--- src/rtl/mux4_rr_arbiter_if.sv ---
// Request/grant bundle between the four mux4to1 requesters and the round-robin arbiter.
interface mux4_rr_arbiter_if;
    logic [3:0] req_i;
    logic       done_i;
    logic [3:0] grant_o;
    logic [1:0] select_o;
    logic       busy_o;
    logic       timeout_o;

    modport master (
        output req_i,
        output done_i,
        input  grant_o,
        input  select_o,
        input  busy_o,
        input  timeout_o
    );

    modport slave (
        input  req_i,
        input  done_i,
        output grant_o,
        output select_o,
        output busy_o,
        output timeout_o
    );
endinterface

--- src/rtl/mux4_rr_arbiter.sv ---
// Round-robin arbiter owning the select of a shared 4-input datapath mux.
// A grant is held until done, request drop, or the hold limit, then the
// pointer moves past the holder and the next winner is granted without a bubble.
module mux4_rr_arbiter #(
    parameter int unsigned HOLD_MAX = 16,
    parameter int unsigned HOLD_W   = 8
) (
    input  logic               clk,
    input  logic               reset_n,
    mux4_rr_arbiter_if.slave   bus
);

    localparam int unsigned N_REQ = 4;
    localparam int unsigned IDX_W = 2;

    typedef enum logic {
        IDLE,
        GRANTED
    } state_t;

    state_t              state_q, state_d;
    logic [N_REQ-1:0]    grant_q, grant_d;
    logic [IDX_W-1:0]    sel_q, sel_d;
    logic                busy_q, busy_d;
    logic                timeout_q, timeout_d;
    logic [HOLD_W-1:0]   cnt_q, cnt_d;
    logic [IDX_W-1:0]    ptr_q, ptr_d;

    logic [IDX_W-1:0]    scan_start;
    logic                win_found;
    logic [IDX_W-1:0]    win_idx;
    logic                end_done;
    logic                end_drop;
    logic                end_limit;

    // Scan starts at the pointer when idle, just past the holder when granted.
    always_comb begin
        scan_start = (state_q == IDLE) ? ptr_q : IDX_W'(sel_q + IDX_W'(1));
    end

    // First asserted request at or after scan_start, wrapping mod 4.
    always_comb begin
        logic [IDX_W-1:0] cand;
        cand      = '0;
        win_found = 1'b0;
        win_idx   = '0;
        for (int k = N_REQ - 1; k >= 0; k--) begin
            cand = IDX_W'(scan_start + IDX_W'(k));
            if (bus.req_i[cand]) begin
                win_found = 1'b1;
                win_idx   = cand;
            end
        end
    end

    // Reasons the current grant ends this cycle.
    always_comb begin
        end_done  = bus.done_i;
        end_drop  = ~bus.req_i[sel_q];
        end_limit = (HOLD_MAX != 0) && (cnt_q == HOLD_W'(HOLD_MAX));
    end

    // Next-state and next-output logic.
    always_comb begin
        state_d   = state_q;
        grant_d   = grant_q;
        sel_d     = sel_q;
        busy_d    = busy_q;
        timeout_d = 1'b0;
        cnt_d     = cnt_q;
        ptr_d     = ptr_q;

        case (state_q)
            IDLE: begin
                if (win_found) begin
                    state_d = GRANTED;
                    grant_d = N_REQ'(4'b0001 << win_idx);
                    sel_d   = win_idx;
                    busy_d  = 1'b1;
                    cnt_d   = HOLD_W'(1);
                end
            end
            GRANTED: begin
                if (end_done || end_drop || end_limit) begin
                    ptr_d     = IDX_W'(sel_q + IDX_W'(1));
                    timeout_d = end_limit && !end_done && !end_drop;
                    if (win_found) begin
                        grant_d = N_REQ'(4'b0001 << win_idx);
                        sel_d   = win_idx;
                        cnt_d   = HOLD_W'(1);
                    end else begin
                        state_d = IDLE;
                        grant_d = '0;
                        busy_d  = 1'b0;
                        cnt_d   = '0;
                    end
                end else if (cnt_q != {HOLD_W{1'b1}}) begin
                    // Saturate so an unlimited hold never wraps the counter.
                    cnt_d = HOLD_W'(cnt_q + HOLD_W'(1));
                end
            end
            default: begin
                state_d = IDLE;
            end
        endcase
    end

    // State and output registers.
    always_ff @(posedge clk or negedge reset_n) begin
        if (!reset_n) begin
            state_q   <= IDLE;
            grant_q   <= '0;
            sel_q     <= '0;
            busy_q    <= 1'b0;
            timeout_q <= 1'b0;
            cnt_q     <= '0;
            ptr_q     <= '0;
        end else begin
            state_q   <= state_d;
            grant_q   <= grant_d;
            sel_q     <= sel_d;
            busy_q    <= busy_d;
            timeout_q <= timeout_d;
            cnt_q     <= cnt_d;
            ptr_q     <= ptr_d;
        end
    end

    assign bus.grant_o   = grant_q;
    assign bus.select_o  = sel_q;
    assign bus.busy_o    = busy_q;
    assign bus.timeout_o = timeout_q;

endmodule

--- src/flat_wrapper.sv ---
// flat-port wrapper written by rule: the top's interface ports become plain ports
module mux4_rr_arbiter_flat 
#(
    parameter int unsigned HOLD_MAX = 16,
    parameter int unsigned HOLD_W   = 8
)
  (clk, reset_n, bus_req_i, bus_done_i, bus_grant_o, bus_select_o, bus_busy_o, bus_timeout_o);
  mux4_rr_arbiter_if bus_i ();
  input  logic clk;
  input  logic reset_n;
  input wire logic [$bits(bus_i.req_i)-1:0] bus_req_i;
  input wire logic [$bits(bus_i.done_i)-1:0] bus_done_i;
  output wire logic [$bits(bus_i.grant_o)-1:0] bus_grant_o;
  output wire logic [$bits(bus_i.select_o)-1:0] bus_select_o;
  output wire logic [$bits(bus_i.busy_o)-1:0] bus_busy_o;
  output wire logic [$bits(bus_i.timeout_o)-1:0] bus_timeout_o;
  assign bus_i.req_i = bus_req_i;
  assign bus_i.done_i = bus_done_i;
  assign bus_grant_o = bus_i.grant_o;
  assign bus_select_o = bus_i.select_o;
  assign bus_busy_o = bus_i.busy_o;
  assign bus_timeout_o = bus_i.timeout_o;
  mux4_rr_arbiter #(.HOLD_MAX(HOLD_MAX), .HOLD_W(HOLD_W)) u_core (.clk(clk), .reset_n(reset_n), .bus(bus_i));
endmodule
--- config.mk ---
export PLATFORM = sky130hd
export DESIGN_NAME = mux4_rr_arbiter_flat
export DESIGN_NICKNAME = d
export VERILOG_FILES = /design/src/rtl/mux4_rr_arbiter_if.sv /design/src/rtl/mux4_rr_arbiter.sv /design/src/flat_wrapper.sv
export SDC_FILE = /design/constraint.sdc
export NUM_CORES = 1
export LEC_CHECK = 0
export ABC_CLOCK_PERIOD_IN_PS = 5650
export BUFFER_PORTS_ARGS = -buffer_cell sky130_fd_sc_hd__clkbuf_2
export CAP_MARGIN = 0
export CORE_AREA = 2 2 47 49
export CTS_BUF_LIST = sky130_fd_sc_hd__clkbuf_2
export CTS_CLUSTER_SIZE = 8
export DETAILED_ROUTE_END_ITERATION = 16
export DIE_AREA = 0 0 49 51
export GPL_TIMING_DRIVEN = 0
export PLACE_DENSITY = 0.81
export REMOVE_ABC_BUFFERS = 1
export SYNTH_ARGS = -nofsm -noshare
export SYNTH_HDL_FRONTEND = slang
export SYNTH_SLANG_ARGS = --single-unit
--- constraint.sdc ---
create_clock -name clk -period 5.65 [get_ports clk]
set_input_delay 1.13 -clock clk [delete_from_list [all_inputs] [get_ports clk]]
set_output_delay 1.13 -clock clk [all_outputs]
set_load 0.02 [all_outputs]
# == Word-level counts from Yosys, hierarchy flattened ==
# Index checks and enable logic that the tools add are counted.
# word_totals
regBits,19
input_bits,7
out_inout_bits,8
# classes
addsub,5
order_cmp,5
n_eq_ne,6
shift,1
mux,40
n_bitwise,2
reduce_logical,9
# ops
op,n
2-to-1 mux 8 bit,3
2-to-1 mux 1 bit,17
case mux 8 bit (2 select lines),1
< comparator 2 x 3 -> 1 bit (second input constant),5
2-to-1 mux 2 bit,7
2-to-1 mux 4 bit,3
binary-select mux 1 bit (select 2 bit),5
adder 8 x 1 -> 8 bit (second input constant),1
equality test 8 x 5 -> 1 bit (second input constant),1
inequality test 8 bit (second input constant),1
case mux 4 bit (2 select lines),1
AND reduction 2 bit,3
adder 2 x 1 -> 2 bit (second input constant),2
adder 2 bit (second input constant),2
inequality test 2 bit (second input constant),2
case mux 1 bit (2 select lines),2
case mux 2 bit (2 select lines),1
left shift 1 x 2 -> 4 bit (first input constant),1
inequality test 3 bit (second input constant),1
AND reduction 3 bit,1
logical AND 1 bit,2
logical OR 1 bit,2
inequality test 2 x 1 -> 1 bit (second input constant),1
NOT 1 bit,2
zero test 1 bit,1

# == Depth between registers and ports, before layout ==
# Gate-level depths: netlist (run 1).
# logic_depth
depth_word,13
mapped_depth,7
depth_no_buf,7

# == Worst setup path after synthesis (run 1) ==
# No wires, ideal clock.
# synth_timing
path_kind,input to register
startpoint,in bus_req_i[2]
endpoint,reg u_core.sel_q[0] (netlist: u_core.bus.select_o[0])
setup_time_ps,125
arrival_time_ps,2275
required_time_ps,5525
setup_slack_ps,3250
path_stages,5
path_cell_list,mux2_2 -> a2bb2oi_2 -> nor2_4 -> nor2_4 -> mux2_4
# synth_via
elab_chain_len,9
# synth_lines
item,line,text
start: declaration,flat_wrapper.sv:11,input wire logic [$bits(bus_i.req_i)-1:0] bus_req_i;
binary-select mux 1 bit (select 2 bit),mux4_rr_arbiter.sv:49,if (bus.req_i[cand]) begin
2-to-1 mux 1 bit (not written as such),mux4_rr_arbiter.sv:49,
2-to-1 mux 2 bit / 2-to-1 mux 1 bit (equally long branches) (4 in series),mux4_rr_arbiter.sv:49,
2-to-1 mux 2 bit,"mux4_rr_arbiter.sv:75, mux4_rr_arbiter.sv:87",
2-to-1 mux 2 bit,mux4_rr_arbiter.sv:84,if (end_done || end_drop || end_limit) begin
case mux 2 bit (2 select lines),mux4_rr_arbiter.sv:73,case (state_q)
end signal: assignment,mux4_rr_arbiter.sv:121,sel_q <= sel_d;
end: declaration,mux4_rr_arbiter.sv:23,"logic [IDX_W-1:0] sel_q, sel_d;"
# Several ways; a longest one is shown, not always the timed one. The select of a mux whose other input is x is not followed.
# A chain may end at the register's enable or synchronous reset.

# == Final worst setup path (run 1) ==
# layout_timing
startpoint,in bus_req_i[1]
endpoint,reg u_core.cnt_q[5]
# layout_via
elab_chain_len,8
# layout_lines
item,line,text
binary-select mux 1 bit (select 2 bit),mux4_rr_arbiter.sv:49,
2-to-1 mux 1 bit (not written as such),mux4_rr_arbiter.sv:49,
2-to-1 mux 1 bit (4 in series),mux4_rr_arbiter.sv:49,
inequality test 2 x 1 -> 1 bit (no source line),--,
AND reduction 2 bit (no source line),--,
end signal: assignment,mux4_rr_arbiter.sv:124,cnt_q <= cnt_d;
end: declaration,mux4_rr_arbiter.sv:26,"logic [HOLD_W-1:0] cnt_q, cnt_d;"
# Several ways; a longest one is shown, not always the timed one. The select of a mux whose other input is x is not followed.

==> flow_metrics.env, run 1 <==
export IMPL_p_leak_nw=0.535
export IMPL_clock_skew_ps=10.9
export IMPL_grt_pass1_wl_um=3950
export IMPL_grt_max_degree=20
export IMPL_dp_cells=161
export IMPL_drc=0
export IMPL_start_util_pct=56.7
export IMPL_yosysTopAreaCellShare_pct=40.6
export IMPL_synth_seq_cells=19
export IMPL_cts_buffer_depth=2
export IMPL_layoutNonFillerInstCount=165
export IMPL_cp_start_kind="primary input"
export IMPL_pwr_share_clk_pct=11.7
export IMPL_ant_nets=0
export IMPL_insertion_delay_ps=320
export IMPL_rsz0062_at_grt="false"
export IMPL_holdBufCountCts=0
export IMPL_yosys_warnings=0
export IMPL_p_per_area_nw_per_um2=407
export IMPL_crit_required_ps=5900
export IMPL_synth_seq_area_share_pct=40.6
export IMPL_fmax_mhz=419
export IMPL_fin_crit_ps=2390
export IMPL_nFillCells=185
export IMPL_clock_sinks=19
export IMPL_avgSynthCellArea_um2=9.59
export IMPL_vias=1013
export IMPL_cts_buffers=3
export IMPL_ir_drop_uv=335
export IMPL_power_frac_comb_pct=46.4
export IMPL_pwr_share_seq_pct=41.8
export IMPL_dieArea_um2=2500
export IMPL_p_sw_share_pct=42.1
export IMPL_grt_pass1_vias=909
export IMPL_synthCells=122
export IMPL_worstPathMaxFanout=6
export IMPL_synth_area_leaders="dfrtp_1 41%, a21oi_1 5.1%, nand2_1 3.5%"
export IMPL_cts_tree="done"
export IMPL_synthesis_area_um2=1170
export IMPL_worstPathArrival_ps=2640
export IMPL_grt_util_all_layers_pct=20.6
export IMPL_path_class="primary input to flip-flop"
export IMPL_antenna_cells=0
export IMPL_finalSetupViolations=0
export IMPL_hpwl_um=1690
export IMPL_fin_setup_tns_ps=0
export IMPL_seqCellArea_um2=475
export IMPL_max_cap_viol_count=0
export IMPL_drtIter0Drc=22
export IMPL_tightest_slew_ps=636
export IMPL_wl_um=2290
export IMPL_drive_gt1_share_pct=20.4
export IMPL_cts_resized=0
export IMPL_synth_distinct_cells=43
export IMPL_max_slew_margin_pct=57.3
export IMPL_dieWidth_um=49
export IMPL_fin_crit_sh_pct=42.2
export IMPL_cts_max_level=1
export IMPL_dr_pass1_iters=4
export IMPL_hp_class="flip-flop to flip-flop"
export IMPL_area_delta_synth_final_pct=9.20
export IMPL_clockRootBuffer="clkbuf_2"
export IMPL_slew_viol_final=0
export IMPL_multi_input_area_um2=651
export IMPL_io_buffers=14
export IMPL_die_h_um=51
export IMPL_layout_commonest_cell="dfrtp_1"
export IMPL_hold_violations=0
export IMPL_gp_congestion=0.753
export IMPL_post_drt_wl_per_cell_um=13.9
export IMPL_io_pins=15
export IMPL_p_int_uw=301
export IMPL_cts_setup_buffers=0
export IMPL_outcome="finished clean"
export IMPL_switchingPower_uw=219
export IMPL_antenna_found_initial=0
export IMPL_fp_row_count=17
export IMPL_synth_largest_area_cell="dfrtp_1"
export IMPL_final_cell_mix="19 x dfrtp_1, 18 x clkbuf_2, 12 x a21oi_1"
export IMPL_layout_nets=147
export IMPL_end_kind="flip-flop"
export IMPL_route_detailed_vias_per_inst=6.14
export IMPL_core_um2=2060
export IMPL_cts_clk_slew_worst_paths_ps=180
export IMPL_grt_overflow_total=0
[power by group through the flow]
stage / Combinational (mW) / Clock, mW / Sequential (mW)
6_report: 0.242 / 0.0611 / 0.218
5_1_grt: 0.270 / 0.0668 / 0.224
4_1_cts: 0.244 / 0.0611 / 0.217
3_5_place_dp: 0.243 / 0 / 0.220
3_3_place_gp: 0.236 / 0 / 0.218
2_1_floorplan: 0.166 / 0 / 0.233
[synth_stat cells]
| master | n |
|---|---|
| dfrtp_1 | 19 |
| a21oi_1 | 12 |
| nand2_1 | 11 |
| o21ai_0 | 8 |
| inv_1 | 7 |
| nor2_1 | 6 |
| a32o_1 | 4 |
| nand3_1 | 4 |
| nor2b_1 | 3 |
| a211oi_1 | 2 |
| a31oi_1 | 2 |
| and2_1 | 2 |
| and4_1 | 2 |
| buf_2 | 2 |
| ha_1 | 2 |
| mux2_4 | 2 |
| mux2i_1 | 2 |
| nand4_1 | 2 |
| nor2_4 | 2 |
| nor3_1 | 2 |
| o21bai_1 | 2 |
| o31ai_1 | 2 |
| or3_1 | 2 |
| a22o_1 | 1 |
| a2bb2oi_2 | 1 |
| and3b_1 | 1 |
| buf_4 | 1 |
| mux2_2 | 1 |
| nand2b_1 | 1 |
| nand3b_1 | 1 |
| nor3b_1 | 1 |
| nor4_1 | 1 |
| nor4_2 | 1 |
| nor4_4 | 1 |
| nor4b_1 | 1 |
| o21a_1 | 1 |
| o21ai_1 | 1 |
| o22ai_1 | 1 |
| o41ai_1 | 1 |
| o41ai_2 | 1 |
| or4_1 | 1 |
| or4b_4 | 1 |
| xnor2_1 | 1 |
[per-layer routing]
metal | share of wire [%] | vias to the layer above | global-route usage (%)
met5 | 0 | - | 0
met4 | 1.4 | 0 | 8.57
met3 | 2.7 | 5 | 3.51
met2 | 51 | 21 | 34.0
met1 | 44 | 495 | 27.0
li1 | - | 492 | -
[worst max-delay path, stage by stage]
cell and delay [ps]:
clkbuf_2 130, nor4_2 610, inv_1 210, nor2_1 320, a21oi_1 70, o22ai_1 170
[sequential cells by signal, summed over array words and instances, names as in the netlist]
register	count
u_core.bus.grant_o	4
u_core.state_q	1
u_core.bus.timeout_o	1
u_core.bus.select_o	2
u_core.ptr_q	2
u_core.cnt_q	8
u_core.bus.busy_o	1
[layout make-up]
cell class	count	share of cell area, %
tap	28	2.74
timing repair buffer	14	5.48
sequential	19	37.2
clock buffer	4	1.57
multi-input combinational	93	50.9
inverter	7	2.06
[logic make-up (layout without fill, tap and decap cells)]
group,after synthesis,in the layout,share of synthesized area [%]
fa+ha+maj,2,2,2.14
compound gates,39,39,22.7
mux,5,5,5.24
buf+inv,10,25,3.74
simple gates,46,46,24.8
flops,19,19,40.6
xor+xnor,1,1,0.749
[metrics by stage]
step	cell area (um2)	hold slack, ps	power (mW)	utilization [%]	setup slack [ps]
6_report	1280	508	0.520	61.9	3260
5_1_grt	1280	540	0.561	61.9	3060
4_1_cts	1280	512	0.522	61.9	3250
3_5_place_dp	1260	474	0.463	60.9	2900
3_3_place_gp	1260	468	0.454	60.9	2940
2_1_floorplan	1150	467	0.399	-	3250
[path summary, 6_finish.rpt]
path	slack, ps	cells past startpoint	start	to
max	3260	6	bus_req_i[1]	u_core.cnt_q[5]
min	510	2	u_core.bus.grant_o[0]	u_core.bus.grant_o[0]
max reg2reg	3310	7	u_core.cnt_q[0]	u_core.bus.select_o[1]
min reg2reg	510	2	u_core.bus.grant_o[0]	u_core.bus.grant_o[0]
max in group asynchronous	4600	1	reset_n	u_core.bus.grant_o[3]
min in group asynchronous	720	1	reset_n	u_core.cnt_q[3]
Power figures use the tool's default switching activity.
==> inputs of run 2 (changes only) <==
--- a/config.mk
+++ b/config.mk
@@ -5,16 +5,17 @@
 export SDC_FILE = /design/constraint.sdc
 export NUM_CORES = 1
 export LEC_CHECK = 0
-export ABC_CLOCK_PERIOD_IN_PS = 5650
+export ABC_AREA = 1
+export ABC_CLOCK_PERIOD_IN_PS = 1900
 export BUFFER_PORTS_ARGS = -buffer_cell sky130_fd_sc_hd__clkbuf_2
 export CAP_MARGIN = 0
-export CORE_AREA = 2 2 47 49
+export CORE_AREA = 2 2 54 56
 export CTS_BUF_LIST = sky130_fd_sc_hd__clkbuf_2
 export CTS_CLUSTER_SIZE = 8
 export DETAILED_ROUTE_END_ITERATION = 16
-export DIE_AREA = 0 0 49 51
+export DIE_AREA = 0 0 56 58
 export GPL_TIMING_DRIVEN = 0
-export PLACE_DENSITY = 0.81
+export PLACE_DENSITY = 0.74
 export REMOVE_ABC_BUFFERS = 1
 export SYNTH_ARGS = -nofsm -noshare
 export SYNTH_HDL_FRONTEND = slang
==> constraint.sdc (replaced) <==
create_clock -name clk -period 1.9 [get_ports clk]
set_input_delay 0.38 -clock clk [delete_from_list [all_inputs] [get_ports clk]]
set_output_delay 0.38 -clock clk [all_outputs]
set_load 0.02 [all_outputs]
==> run 2 against run 1 <==
Effect of this change: setup slack worse by 3100 ps; highest routed layer unchanged; clock power rose to 2.9 times the previous value; largest cell class unchanged; largest power group unchanged; non-clock buffer count is 8 higher; utilization fell by 3.8 points; critical endpoint is now u_core.cnt_q[3]; critical path depth increased by 3; first-iteration DRC count is 59% higher.
==> flow_metrics.env, run 2 <==
export IMPL_outcome="finished clean"
export IMPL_crit_family="flip-flops"
export IMPL_die_h_um=58
export IMPL_synthesis_area_um2=1360
export IMPL_worstPathArrival_ps=1980
export IMPL_fmax_mhz=582
export IMPL_ir_drop_uv=918
export IMPL_dp_cells=226
export IMPL_clock_skew_ps=5.51
export IMPL_fp_row_count=19
export IMPL_insertion_delay_ps=310
export IMPL_synth_top_family_by_area="simple AND/OR/NAND/NOR gates"
export IMPL_yosysTopAreaCellShare_pct=34.9
export IMPL_worst_slack_ps=182
export IMPL_synth_edf_count=0
export IMPL_largest_reg_flops=8
export IMPL_gr_max_usage_layer="met2"
export IMPL_hp_class="primary input to flip-flop"
export IMPL_path_cells="o21ai_0 -> nand2_1 -> nand2_2 -> nand3_4 -> nor2_4 -> a22oi_4 -> buf_12 -> buf_4 -> o21ai_2"
export IMPL_multi_input_area_um2=771
export IMPL_synthTopCellsByCount="54 x nand2_1, 22 x inv_1, 19 x dfrtp_1"
export IMPL_cp_start_kind="flip-flop"
export IMPL_power_mw=2.01
export IMPL_cts_buffers=3
export IMPL_power_frac_comb_pct=60.6
export IMPL_cts_clk_slew_worst_paths_ps=190
export IMPL_clock_sinks=19
export IMPL_grt_pass1_wl_um=4860
export IMPL_area_delta_synth_final_pct=13.4
export IMPL_synthAdderAreaFrac_pct=1.83
export IMPL_antenna_found_initial=0
export IMPL_pwr_share_seq_pct=30.6
export IMPL_hold_violations=0
export IMPL_p_sw_share_pct=51.5
export IMPL_p_int_uw=973
export IMPL_tightest_slew_ps=482
export IMPL_synthMuxAreaShare_pct=0
export IMPL_synth_largest_area_cell="dfrtp_1"
export IMPL_grt_util_all_layers_pct=18.6
export IMPL_synth_seq_cells=19
export IMPL_drive_gt1_share_pct=29.5
export IMPL_gp_congestion=0.917
export IMPL_synth_distinct_cells=27
export IMPL_wl_um=2900
export IMPL_rsz0062_at_grt="false"
export IMPL_clockRootBuffer="clkbuf_2"
export IMPL_fin_crit_ps=1720
export IMPL_cp_slowest_stage_delay_ps=530
export IMPL_seqCellArea_um2=477
export IMPL_crit_required_ps=2160
export IMPL_vias=1269
export IMPL_antenna_cells=0
export IMPL_use_met3_pct=1.56
export IMPL_post_drt_wl_per_cell_um=12.2
export IMPL_synth_seq_area_share_pct=34.9
export IMPL_fin_crit_sh_pct=90.4
export IMPL_max_cap_viol_count=0
export IMPL_drc=0
export IMPL_cp_slowest_cell="dfrtp_1"
export IMPL_grt_pass1_vias=1210
export IMPL_cts_tree="done"
export IMPL_grt_overflow_total=0
export IMPL_route_detailed_vias_per_inst=5.33
export IMPL_yosysMostFrequentCell="nand2_1"
export IMPL_yosys_warnings=0
export IMPL_path_class="flip-flop to flip-flop"
export IMPL_p_per_area_nw_per_um2=1300
export IMPL_synthCells=183
export IMPL_synth_compound_area_share_pct=11.4
export IMPL_layoutNonFillerInstCount=238
export IMPL_slew_viol_final=0
export IMPL_hpwl_um=2210
export IMPL_io_pins=15
export IMPL_max_slew_margin_pct=67.9
export IMPL_ant_nets=0
export IMPL_pre_cts_ws_ps=68.3
export IMPL_worstPathMaxFanout=9
export IMPL_grt_max_degree=20
export IMPL_p_leak_nw=0.815
export IMPL_drtIter0Drc=35
export IMPL_max_flop_register="u_core.cnt_q"
export IMPL_use_met2_pct=33.8
export IMPL_dr_pass1_iters=5
export IMPL_dieArea_um2=3250
export IMPL_dieWidth_um=56
export IMPL_pwr_share_clk_pct=8.9
export IMPL_nFillCells=250
export IMPL_synth_xor_area_share_pct=1.93
export IMPL_yosys_area_share_simple_pct=41.4
export IMPL_end_kind="flip-flop"
export IMPL_ys_flop_type="dfrtp_1"
export IMPL_synth_area_leaders="dfrtp_1 35%, nand2_1 15%, nand2_2 6.9%"
export IMPL_fin_setup_tns_ps=0
export IMPL_cts_buffer_depth=2
export IMPL_final_area_um2=1550
export IMPL_use_met1_pct=21.9
export IMPL_layout_commonest_cell="nand2_1"
export IMPL_cts_max_level=1
export IMPL_layout_nets=217
export IMPL_start_util_pct=51.2
export IMPL_placedInstanceArea_um2=1450
export IMPL_crit_buf_inv=2
export IMPL_finalSetupViolations=0
export IMPL_final_cell_mix="54 x nand2_1, 22 x inv_1, 18 x dfrtp_1"
export IMPL_switchingPower_mw=1.03
export IMPL_core_um2=2660
export IMPL_postSynth_asyncResetShare_pct=100
export IMPL_avgSynthCellArea_um2=7.45
export IMPL_io_buffers=14
-- run 2: worst paths after layout --
check / startpoint / end / slack, ps / depth (start not counted)
worst max-delay path: u_core.bus.select_o[0] / u_core.cnt_q[3] / 180 / 9
worst min-delay path: bus_done_i / u_core.bus.timeout_o / 320 / 4
worst max register to register: u_core.bus.select_o[0] / u_core.cnt_q[3] / 180 / 9
worst min register to register: u_core.bus.busy_o / u_core.bus.busy_o / 500 / 2
max in group asynchronous: reset_n / u_core.state_q / 1030 / 2
min in group asynchronous: reset_n / u_core.cnt_q[2] / 520 / 2
-- run 2: what timing repair did --
item	in CTS	in global routing
endpoints found under the setup margin	0	9
buffers inserted	0	7
gates resized for setup	0	1
hold buffers	1	0
hold endpoints to repair	11	0
-- run 2: tightest hold or removal path: stages --
cell and delay [ps]:
clkbuf_2 70, inv_1 60, nand2_1 70, nor3_1 40
-- run 2: through the flow --
stage,util [%],hold slack (ps)
after detailed placement,54.5,361
after CTS,55.6,323
after global routing,58.1,351
after global placement,54.5,350
final,58.1,321
after floorplan,-,84.4
-- run 2: layout make-up --
class | instances | area share, %
inverter | 24 | 6.15
sequential | 19 | 30.8
clock buffer | 3 | 0.971
timing repair buffer | 22 | 9.39
tap | 31 | 2.51
clock inverter | 1 | 0.324
multi-input combinational | 138 | 49.8
-- run 2: logic make-up (layout without fill, tap and decap cells) --
| logic type | Yosys count | in the layout |
|---|---|---|
| compound gates | 20 | 20 |
| simple gates | 113 | 113 |
| fa+ha+maj | 2 | 2 |
| xor+xnor | 3 | 3 |
| flops | 19 | 19 |
| buf+inv | 26 | 50 |
-- run 2: layer usage --
layer	vias up	share of wire (%)	wire length, um
li1	635	-	-
met1	606	42	1220
met2	20	54	1550
met3	8	2.1	62
met4	0	2.2	63
met5	-	0	0
-- run 2: power by group through the flow --
stage	Sequential, mW	Combinational [mW]	Clock, mW
finish	0.613	1.21	0.178
global route	0.632	1.38	0.196
CTS	0.611	1.22	0.181
detailed placement	0.621	1.22	0
global placement	0.611	1.16	0
floorplan	0.667	0.899	0
==> inputs of run 3 (changes only) <==
--- a/config.mk
+++ b/config.mk
@@ -16,7 +16,9 @@
 export DIE_AREA = 0 0 56 58
 export GPL_TIMING_DRIVEN = 0
 export PLACE_DENSITY = 0.74
+export RECOVER_POWER = 50
 export REMOVE_ABC_BUFFERS = 1
 export SYNTH_ARGS = -nofsm -noshare
 export SYNTH_HDL_FRONTEND = slang
 export SYNTH_SLANG_ARGS = --single-unit
+export TNS_END_PERCENT = 1
==> run 3 against run 2 <==
Effect of this change: flip-flop and latch count did not move; critical path depth rose by 2; power fell by 0.11%; setup slack got worse by 16 ps; worst hold slack barely moved; largest cell class unchanged; highest routed layer unchanged.
==> flow_metrics.env, run 3 (synthesis results as in run 2) <==
export IMPL_seqCellArea_um2=477
export IMPL_antenna_found_initial=0
export IMPL_area_delta_synth_final_pct=12.1
export IMPL_path_cells="inv_6 -> nand2_1 -> nand2_2 -> o21ai_2 -> nand3_1 -> nand3_1 -> nand2_1 -> nand2_2 -> nand2_2 -> nand3_1 -> nand2_1"
export IMPL_fin_setup_tns_ps=0
export IMPL_layoutNonFillerInstCount=236
export IMPL_clock_skew_ps=6.11
export IMPL_post_drt_wl_per_cell_um=12.2
export IMPL_antenna_cells=0
export IMPL_worstPathMaxFanout=10
export IMPL_gp_congestion=0.917
export IMPL_hp_class="primary input to flip-flop"
export IMPL_cts_buffers=3
export IMPL_fin_crit_sh_pct=91.3
export IMPL_grt_overflow_total=0
export IMPL_nFillCells=252
export IMPL_insertion_delay_ps=310
export IMPL_io_pins=15
export IMPL_tightest_slew_ps=1040
export IMPL_worstPathArrival_ps=1970
export IMPL_slew_viol_final=0
export IMPL_hold_slack_ps=322
export IMPL_vias=1276
export IMPL_dieArea_um2=3250
export IMPL_end_kind="flip-flop"
export IMPL_cp_slowest_stage_delay_ps=550
export IMPL_crit_required_ps=2130
export IMPL_fp_row_count=19
export IMPL_clock_sinks=19
export IMPL_cts_buffer_depth=2
export IMPL_wl_um=2890
export IMPL_max_slew_margin_pct=30.4
export IMPL_grt_pass1_wl_um=4860
export IMPL_drc=0
export IMPL_multi_input_area_um2=771
export IMPL_cp_start_kind="flip-flop"
export IMPL_die_h_um=58
export IMPL_worst_slack_ps=166
export IMPL_max_flop_register="u_core.cnt_q"
export IMPL_clockRootBuffer="clkbuf_2"
export IMPL_p_leak_nw=0.801
export IMPL_core_um2=2660
export IMPL_start_util_pct=51.2
export IMPL_ant_nets=0
export IMPL_drtIter0Drc=38
export IMPL_hold_violations=0
export IMPL_ir_drop_uv=917
export IMPL_hpwl_um=2210
export IMPL_drive_gt1_share_pct=27.8
export IMPL_io_buffers=14
export IMPL_grt_pass1_vias=1210
export IMPL_reg2reg_slack_ps=170
export IMPL_path_class="flip-flop to flip-flop"
export IMPL_cts_tree="done"
export IMPL_grt_max_degree=20
export IMPL_grt_util_all_layers_pct=18.6
export IMPL_cp_slowest_cell="dfrtp_2"
export IMPL_dieWidth_um=56
export IMPL_route_detailed_vias_per_inst=5.41
export IMPL_layout_nets=215
export IMPL_layout_commonest_cell="nand2_1"
export IMPL_placedInstanceArea_um2=1450
export IMPL_final_area_um2=1530
export IMPL_final_cell_mix="54 x nand2_1, 22 x inv_1, 18 x dfrtp_1"
export IMPL_p_per_area_nw_per_um2=1310
export IMPL_crit_buf_inv=1
export IMPL_dr_pass1_iters=4
export IMPL_fmax_mhz=577
export IMPL_finalSetupViolations=0
export IMPL_fin_crit_ps=1730
export IMPL_pre_cts_ws_ps=68.3
export IMPL_outcome="finished clean"
export IMPL_dp_cells=226
export IMPL_largest_reg_flops=8
export IMPL_crit_family="simple AND/OR/NAND/NOR gates"
export IMPL_cts_max_level=1
export IMPL_max_cap_viol_count=0
export IMPL_rsz0062_at_grt="true"
export IMPL_cts_clk_slew_worst_paths_ps=190
==> run 3: cell count changes in the layout (fill, tap and decap cells not counted) <==
cell      delta
clkbuf_1     +2
buf_4        -2
clkbuf_2     -2
==> run 3: power breakdown <==
| group | internal (mW) | switching [mW] | leakage, nW | total, mW |
|---|---|---|---|---|
| clock | 0.0477 | 0.130 | 0.0164 | 0.177 |
| combinational | 0.414 | 0.798 | 0.543 | 1.21 |
| sequential | 0.510 | 0.104 | 0.241 | 0.614 |
| total | 0.971 | 1.03 | 0.801 | 2.00 |
==> run 3: repair_timing <==
action / CTS / global route
resized for setup: 0 / 1
hold endpoints to repair: 11 / 0
endpoints found under the setup margin: 0 / 9
hold buffers: 1 / 0
buffers inserted: 0 / 5
==> run 3: path summary, 6_finish.rpt <==
kind / startpoint / end / cells past startpoint
setup / recovery: u_core.state_q / u_core.bus.grant_o[1] / 11
hold / removal: bus_done_i / u_core.bus.timeout_o / 4
setup reg to reg: u_core.state_q / u_core.bus.grant_o[1] / 11
hold reg to reg: u_core.bus.busy_o / u_core.bus.busy_o / 2
max in group asynchronous: reset_n / u_core.state_q / 2
min in group asynchronous: reset_n / u_core.cnt_q[2] / 2
==> run 3: tightest hold or removal path: cells and delay by family <==
family	cells	cell delay [ps]
buf+inv	2	130
simple gates	2	110
==> run 3: layout make-up <==
| type | instances | share of cell area (%) |
|---|---|---|
| Clock buffer | 3 | 0.982 |
| Clock inverter | 1 | 0.327 |
| Inverter | 24 | 6.22 |
| Multi-Input combinational cell | 138 | 50.4 |
| Sequential cell | 19 | 31.2 |
| Tap cell | 31 | 2.54 |
| Timing Repair Buffer | 20 | 8.35 |
==> run 3: per-layer routing <==
layer	vias to the layer above	GRT usage [%]	routed length (um)
met4	0	10.2	72
met2	26	33.8	1540
met1	605	21.9	1210
met3	11	1.56	70
li1	634	-	-
met5	-	0	0
==> run 3: stage by stage <==
| stage | utilization [%] | total power [mW] |
|---|---|---|
| after floorplan | - | 1.57 |
| after global placement | 54.5 | 1.77 |
| after detailed placement | 54.5 | 1.84 |
| after CTS | 55.6 | 2.01 |
| after global routing | 57.4 | 2.20 |
| final | 57.4 | 2.00 |
